<file path="config.mk">
export PLATFORM = sky130hd
export DESIGN_NAME = note_entry_decoder
export DESIGN_NICKNAME = d
export VERILOG_FILES = /design/src/rtl/note_entry_pkg.sv /design/src/rtl/note_entry_decoder_fifo.sv /design/src/rtl/note_entry_decoder.sv
export SDC_FILE = /design/constraint.sdc
export NUM_CORES = 1
export LEC_CHECK = 0
export ABC_AREA = 1
export CORE_AREA = 2 2 115 117
export CTS_BUF_LIST = sky130_fd_sc_hd__clkbuf_4
export DETAILED_ROUTE_END_ITERATION = 10
export DIE_AREA = 0 0 117 119
export PLACE_DENSITY = 0.67
export SYNTH_ARGS = -nofsm -noshare
export SYNTH_HDL_FRONTEND = slang
export SYNTH_HIERARCHICAL = 1
export SYNTH_SLANG_ARGS = --single-unit
</file>
<file path="constraint.sdc">
create_clock -name clk -period 6.5 [get_ports clk]
set_input_delay 1.625 -clock clk [delete_from_list [all_inputs] [get_ports clk]]
set_output_delay 1.625 -clock clk [all_outputs]
set_load 0.005 [all_outputs]
</file>
<file path="src/rtl/note_entry_pkg.sv">
// Shared types and helpers for the note entry decoder: FSM encoding, key codes,
// and the letter/octave to MIDI arithmetic.
package note_entry_pkg;

    typedef enum logic [1:0] {
        ST_IDLE   = 2'd0,
        ST_LETTER = 2'd1,
        ST_SHARP  = 2'd2,
        ST_PUSH   = 2'd3
    } entry_state_e;

    localparam logic [7:0] ASCII_A   = 8'h41;
    localparam logic [7:0] ASCII_G   = 8'h47;
    localparam logic [7:0] ASCII_S   = 8'h53;
    localparam logic [7:0] ASCII_0   = 8'h30;
    localparam logic [7:0] ASCII_8   = 8'h38;
    localparam logic [7:0] ASCII_BS  = 8'h08;
    localparam logic [7:0] ASCII_ESC = 8'h1B;

    function automatic logic is_letter(input logic [7:0] c);
        return (c >= ASCII_A) && (c <= ASCII_G);
    endfunction

    function automatic logic is_digit(input logic [7:0] c);
        return (c >= ASCII_0) && (c <= ASCII_8);
    endfunction

    function automatic logic is_cancel(input logic [7:0] c);
        return (c == ASCII_BS) || (c == ASCII_ESC);
    endfunction

    function automatic logic [3:0] letter_semitone(input logic [7:0] c);
        logic [3:0] s;
        case (c)
            8'h41:   s = 4'd9;
            8'h42:   s = 4'd11;
            8'h43:   s = 4'd0;
            8'h44:   s = 4'd2;
            8'h45:   s = 4'd4;
            8'h46:   s = 4'd5;
            8'h47:   s = 4'd7;
            default: s = 4'd0;
        endcase
        return s;
    endfunction

    // Octave is at most 8, so the result tops out at 120 and fits in 7 bits.
    function automatic logic [6:0] calc_midi(input logic [3:0] octave,
                                             input logic [3:0] semitone,
                                             input logic       sharp);
        logic [6:0] base;
        base = 7'd12 * (7'(octave) + 7'd1);
        return base + 7'(semitone) + 7'(sharp);
    endfunction

endpackage

</file>
<file path="src/rtl/note_entry_decoder_fifo.sv">
// First-word-fall-through FIFO for completed MIDI notes; the output holds the
// last head once drained so downstream readers never see stale memory.
module note_fifo #(
    parameter int DEPTH = 8,
    parameter int W     = 7,
    localparam int AW   = $clog2(DEPTH),
    localparam int CW   = AW + 1
) (
    input  logic          clk,
    input  logic          resetn,
    input  logic          wr_en,
    input  logic [W-1:0]  wr_data,
    input  logic          rd_en,
    output logic [W-1:0]  rd_data,
    output logic          empty,
    output logic          full,
    output logic [CW-1:0] count
);

    logic [W-1:0]  mem [DEPTH];
    logic [AW-1:0] wr_ptr_q, wr_ptr_d;
    logic [AW-1:0] rd_ptr_q, rd_ptr_d;
    logic [CW-1:0] count_q, count_d;
    logic [W-1:0]  last_q, last_d;
    logic          do_push;
    logic          do_pop;

    assign empty   = (count_q == '0);
    assign full    = (count_q == CW'(DEPTH));
    assign count   = count_q;
    assign do_pop  = rd_en & ~empty;
    // A write into a full FIFO still lands when the head leaves in the same cycle.
    assign do_push = wr_en & (~full | do_pop);
    assign rd_data = empty ? last_q : mem[rd_ptr_q];

    always_comb begin
        wr_ptr_d = wr_ptr_q;
        rd_ptr_d = rd_ptr_q;
        count_d  = count_q;
        last_d   = last_q;
        if (do_push) wr_ptr_d = wr_ptr_q + AW'(1);
        if (do_pop)  rd_ptr_d = rd_ptr_q + AW'(1);
        case ({do_push, do_pop})
            2'b10:   count_d = count_q + CW'(1);
            2'b01:   count_d = count_q - CW'(1);
            default: count_d = count_q;
        endcase
        if (!empty) last_d = mem[rd_ptr_q];
    end

    always_ff @(posedge clk or negedge resetn) begin
        if (!resetn) begin
            wr_ptr_q <= '0;
            rd_ptr_q <= '0;
            count_q  <= '0;
            last_q   <= '0;
        end else begin
            wr_ptr_q <= wr_ptr_d;
            rd_ptr_q <= rd_ptr_d;
            count_q  <= count_d;
            last_q   <= last_d;
        end
    end

    always_ff @(posedge clk) begin
        if (do_push) mem[wr_ptr_q] <= wr_data;
    end

endmodule

</file>
<file path="src/rtl/note_entry_decoder.sv">
// Turns PS/2 key presses (letter, optional 'S', octave digit) into MIDI note
// numbers and queues them for the answer checker.
//
//   state     | meaning
//   ----------+----------------------------------------------------------
//   ST_IDLE   | no entry in progress, waiting for a note letter
//   ST_LETTER | letter latched, waiting for 'S', octave, new letter, cancel
//   ST_SHARP  | letter plus sharp latched, waiting for octave
//   ST_PUSH   | one cycle: completed note is written into the FIFO
module note_entry_decoder
    import note_entry_pkg::*;
#(
    parameter int FIFO_DEPTH     = 8,
    parameter int TIMEOUT_CYCLES = 200000000,
    parameter int TO_W           = 28
) (
    input  logic                          clk,
    input  logic                          resetn,
    input  logic                          new_key,
    input  logic [7:0]                    key_ascii,
    output logic                          note_valid,
    input  logic                          note_ready,
    output logic [6:0]                    note_midi,
    output logic [$clog2(FIFO_DEPTH):0]   fifo_count,
    output logic                          entry_busy,
    output logic                          bad_key,
    output logic                          overflow,
    input  logic                          clr_overflow
);

    localparam logic [TO_W-1:0] TO_LOAD = TO_W'(TIMEOUT_CYCLES - 1);

    entry_state_e    state_q, state_d;
    logic [3:0]      semitone_q, semitone_d;
    logic            sharp_q, sharp_d;
    logic [3:0]      octave_q, octave_d;
    logic [TO_W-1:0] to_cnt_q, to_cnt_d;
    logic            bad_key_q, bad_key_d;
    logic            overflow_q, overflow_d;

    logic            k_letter, k_digit, k_sharp, k_cancel;
    logic            fifo_wr, fifo_empty, fifo_full, ovf_set;
    logic [6:0]      fifo_wdata;

    assign k_letter = is_letter(key_ascii);
    assign k_digit  = is_digit(key_ascii);
    assign k_sharp  = (key_ascii == ASCII_S);
    assign k_cancel = is_cancel(key_ascii);

    assign fifo_wr    = (state_q == ST_PUSH);
    assign fifo_wdata = calc_midi(octave_q, semitone_q, sharp_q);
    assign ovf_set    = fifo_wr & fifo_full & ~(note_valid & note_ready);

    always_comb begin
        state_d    = state_q;
        semitone_d = semitone_q;
        sharp_d    = sharp_q;
        octave_d   = octave_q;
        to_cnt_d   = to_cnt_q;
        bad_key_d  = 1'b0;

        if (new_key && state_q != ST_PUSH) begin
            to_cnt_d = TO_LOAD;
        end else if ((state_q == ST_LETTER || state_q == ST_SHARP) && to_cnt_q != '0) begin
            to_cnt_d = to_cnt_q - TO_W'(1);
        end

        case (state_q)
            ST_IDLE: begin
                if (new_key) begin
                    if (k_letter) begin
                        state_d    = ST_LETTER;
                        semitone_d = letter_semitone(key_ascii);
                        sharp_d    = 1'b0;
                    end else if (!k_cancel) begin
                        bad_key_d = 1'b1;
                    end
                end
            end
            ST_LETTER, ST_SHARP: begin
                if (new_key) begin
                    if (k_letter) begin
                        state_d    = ST_LETTER;
                        semitone_d = letter_semitone(key_ascii);
                        sharp_d    = 1'b0;
                    end else if (k_digit) begin
                        state_d  = ST_PUSH;
                        octave_d = key_ascii[3:0];
                    end else if (k_cancel) begin
                        state_d = ST_IDLE;
                    end else if (k_sharp && state_q == ST_LETTER) begin
                        state_d = ST_SHARP;
                        sharp_d = 1'b1;
                    end else begin
                        bad_key_d = 1'b1;
                    end
                end else if (to_cnt_q == '0) begin
                    state_d = ST_IDLE;
                end
            end
            ST_PUSH: state_d = ST_IDLE;
            default: state_d = ST_IDLE;
        endcase

        if (ovf_set)           overflow_d = 1'b1;
        else if (clr_overflow) overflow_d = 1'b0;
        else                   overflow_d = overflow_q;
    end

    always_ff @(posedge clk or negedge resetn) begin
        if (!resetn) begin
            state_q    <= ST_IDLE;
            semitone_q <= '0;
            sharp_q    <= 1'b0;
            octave_q   <= '0;
            to_cnt_q   <= '0;
            bad_key_q  <= 1'b0;
            overflow_q <= 1'b0;
        end else begin
            state_q    <= state_d;
            semitone_q <= semitone_d;
            sharp_q    <= sharp_d;
            octave_q   <= octave_d;
            to_cnt_q   <= to_cnt_d;
            bad_key_q  <= bad_key_d;
            overflow_q <= overflow_d;
        end
    end

    note_fifo #(
        .DEPTH (FIFO_DEPTH),
        .W     (7)
    ) u_fifo (
        .clk     (clk),
        .resetn  (resetn),
        .wr_en   (fifo_wr),
        .wr_data (fifo_wdata),
        .rd_en   (note_ready),
        .rd_data (note_midi),
        .empty   (fifo_empty),
        .full    (fifo_full),
        .count   (fifo_count)
    );

    assign note_valid = ~fifo_empty;
    assign entry_busy = (state_q != ST_IDLE);
    assign bad_key    = bad_key_q;
    assign overflow   = overflow_q;

endmodule

</file>
==> impl_metrics.csv <==
group,metric,value,unit
run_status,outcome,"complete, no violations",
final_layout,drive_above_1_share,9.59,%
placement,dp.cells,916,
synth,ys_async_sr_fraction,50.9,%
worst_setup_path,end_kind,"primary output",
sta,tightest_slew,1.01,ns
placement,dp_slack,2.49,ns
power,comb_power_share,42.1,%
clock_network,h-tree-depth,4,
synth,ys.flop_type,"dfrtp_1",
floorplan,rows,42,
grt,gr-usage-all-layers,20.7,%
placement,hpwl,9670,um
sta,finalCritPeriodShare,70.6,%
sta,slew_violations,0,
clock_network,insertion_delay,0.54,ns
route,drt-initial-drc-count,425,
sta,whs,0.490,ns
synth,syn_inst,729,
grt,grt_antenna_before_repair,1,
final_layout,syn2layout_area_growth,10.2,%
power,p_clk_share,17.8,%
route,wire_per_inst,14.1,um
power,powerDensity,415,mW/mm^2
synth,synth_edf_count,56,
hold_path,worstHoldStart,"u_fifo/last_q[3]",
grt,grt_max_degree,59,
synth,synth_area_leaders,"edfxtp_1, dfrtp_1, nand2_1",
floorplan,dieArea,0.0139,mm^2
clock_network,clock_sinks,114,
hold_path,hp-class,"register to register",
route,routed_via_density,5.28,
floorplan,io_pins,28,
grt,gr-total-overflow,0,
clock_network,clockBufferDepth,2,
worst_setup_path,critPathKind,"register to primary output",
clock_network,clockRootBuffer,"clkbuf_4",
synth,synth_area,0.00625,mm^2
worst_setup_path,rr_worst_depth,8,
grt,grt_pass1_wl,22400,um
route,vias,5009,
synth,synth_top_area_share,26.9,%
worst_setup_path,start_kind,"register",
hold_path,min_to,"u_fifo/last_q[3]",
clock_network,cts_tree,"yes",
sta,hold_viol,0,
power,peakVddDrop,0.000253,V
placement,place_area,0.00661,mm^2
grt,grt_pass1_vias,4766,
final_layout,instances_no_fill,949,
placement,place_congestion,0.948,
synth,syn-num-nets,761,
sta,min_period,4.59,ns
sta,maxSlewHeadroom,32.6,%
route,ant_nets,0,
route,firstDrtPassIters,5,
sta,setup_viol,0,
worst_setup_path,rrSetupSlack,3.86,ns
clock_network,hold_buffers,0,
synth,ys_seq_elements,114,
clock_network,path_clk_slew,0.11,ns
floorplan,die_y,119,um
floorplan,coreArea,0.0129,mm^2
worst_setup_path,reg2reg_from,"octave_q[0]",
worst_setup_path,cp_max_fo,37,
synth,synth_warnings,6,
route,wirelength,13400,um
synth,yosysUniqueCellTypes,41,
worst_setup_path,worstPathRequired,4.88,ns
clock_network,cts_resized,0,
sta,fin_worst_skew,0.0130,ns
flow_run,drv_cap,0,
power,internal_power,1670,uW
sta,setup-tns-final,0,ns
synth,netlist.top_cell.by_area,"edfxtp_1",
worst_setup_path,cp.arrival,2.96,ns
floorplan,die_w,117,um
power,cellLeakagePower,0.00301,uW
power,seqPwrFrac,40.1,%
hold_path,hold_depth,2,
sta,rsz0062_at_grt,"false",
route,post-route-drc-count,0,
placement,io_buffers,27,
final_layout,fin_area,0.00689,mm^2
floorplan,start_util,48.5,%
worst_setup_path,reg2reg_to,"u_fifo/mem[4][6]",
clock_network,post-cts-setup-buffers,0,
clock_network,cts_buffers,17,
final_layout,final_nets,791,
power,p_sw,1200,uW
sta,fin_ws,1.91,ns
synth,yosysSeqAreaShare,50.2,%
synth,postSynthAreaPerCell,8.57,um^2
sta,max_freq,218,MHz
power,netSwitchingFraction,41.8,%
-- power by group through the flow --
stage               combinational, uW  sequential (uW)  clock, uW
floorplan                         937             1080          0
global placement                 1160             1160          0
detailed placement               1210             1160          0
CTS                              1210             1150        528
global route                     1360             1170        562
finish                           1200             1150        510
-- stage by stage --
step                      utilization (%)  power (uW)
after floorplan                         -        2020
after global placement               51.3        2310
after detailed placement             51.3        2360
after CTS                            53.5        2880
after global routing                 53.5        3090
final                                53.5        2860
-- placed cells by master, fill, tap and decap left out, drive strengths merged, types with 2 or more instances in the layout --
cell type and count:
xor2 17, nor2 121, nor3 9, buf 2, clkbuf 18, nand3b 2, bufinv 2, or2 3
nand4 13, clkinvlp 5, ha 18, o211ai 16, clkdlybuf4s50 26, edfxtp 56, inv 79, nand2 171
a21oi 17, o21ai 58, clkinv 8, xnor2 6, nand3 60, dfrtp 58
-- worst max-delay path by stage --
stage | startpoint | end | slack, ns | depth (start not counted)
floorplan | note_ready | u_fifo/mem[4][0] | 3.70 | 5
global placement | new_key | to_cnt_q[3] | 2.50 | 8
detailed placement | new_key | to_cnt_q[3] | 2.49 | 8
CTS | u_fifo/rd_ptr_q[0] | note_midi[2] | 1.88 | 6
global route | u_fifo/rd_ptr_q[0] | note_midi[0] | 1.64 | 6
finish | u_fifo/rd_ptr_q[0] | note_midi[2] | 1.91 | 6
-- state kept, by name (all words and copies together), names as in the netlist --
register,flops
overflow,1
octave_q,4
u_fifo/mem,56
bad_key,1
u_fifo/count,4
to_cnt_q,28
state_q,2
semitone_q,4
u_fifo/last_q,7
u_fifo/rd_ptr_q,3
u_fifo/wr_ptr_q,3
sharp_q,1
-- cell type report --
class	count	area (um^2)
clock inverter	14	141
sequential	114	3130
tap	176	220
clock buffer	18	135
fill	1186	5990
timing repair buffer	28	273
inverter	80	305
multi-input combinational	518	2680
antenna	1	2.50
-- worst max-delay path, stage by stage (launching register included) --
cell	delay [ns]
dfrtp_1	1.03
inv_2	0.35
o21ai_0	0.31
o211ai_1	0.13
nand3_1	0.11
nand2_1	0.07
clkdlybuf4s50_1	0.44
-- kinds of logic (layout without fill, tap and decap cells) --
logic type	after synthesis	count (layout)	share of synthesized area (%)
other	0	1	0
buffers and inverters	97	140	7.01
adder cells (fa/ha/maj)	19	19	3.93
AO/OA/AOI/OAI	95	95	9.03
XOR/XNOR	23	23	3.23
flip-flops	114	114	50.2
AND/OR/NAND/NOR	381	381	26.6
-- per-layer routing --
layer	GRT usage [%]	routed length [um]	share of wire, %
met1	27.9	6020	45
met2	31.4	6200	46
met3	6.51	935	7.0
met4	7.94	247	1.8
met5	0	0	0
-- cells in the mapped netlist (2+ instances only) --
library cell    n
nand2_1       159
nor2_1        110
inv_1          72
nand3_1        59
dfrtp_1        58
edfxtp_1       56
o21ai_0        39
ha_1           18
a21oi_1        17
xor2_1         17
o211ai_1       16
nand4_1        13
nand2_2        10
o21ai_2        10
nor2_2          9
nor3_1          9
o21ai_1         9
buf_2           8
xnor2_1         6
buf_6           5
inv_2           5
clkinv_1        2
nand2_4         2
nor2_4          2
or2_0           2
Note: power is estimated with default switching activity, not from simulation.
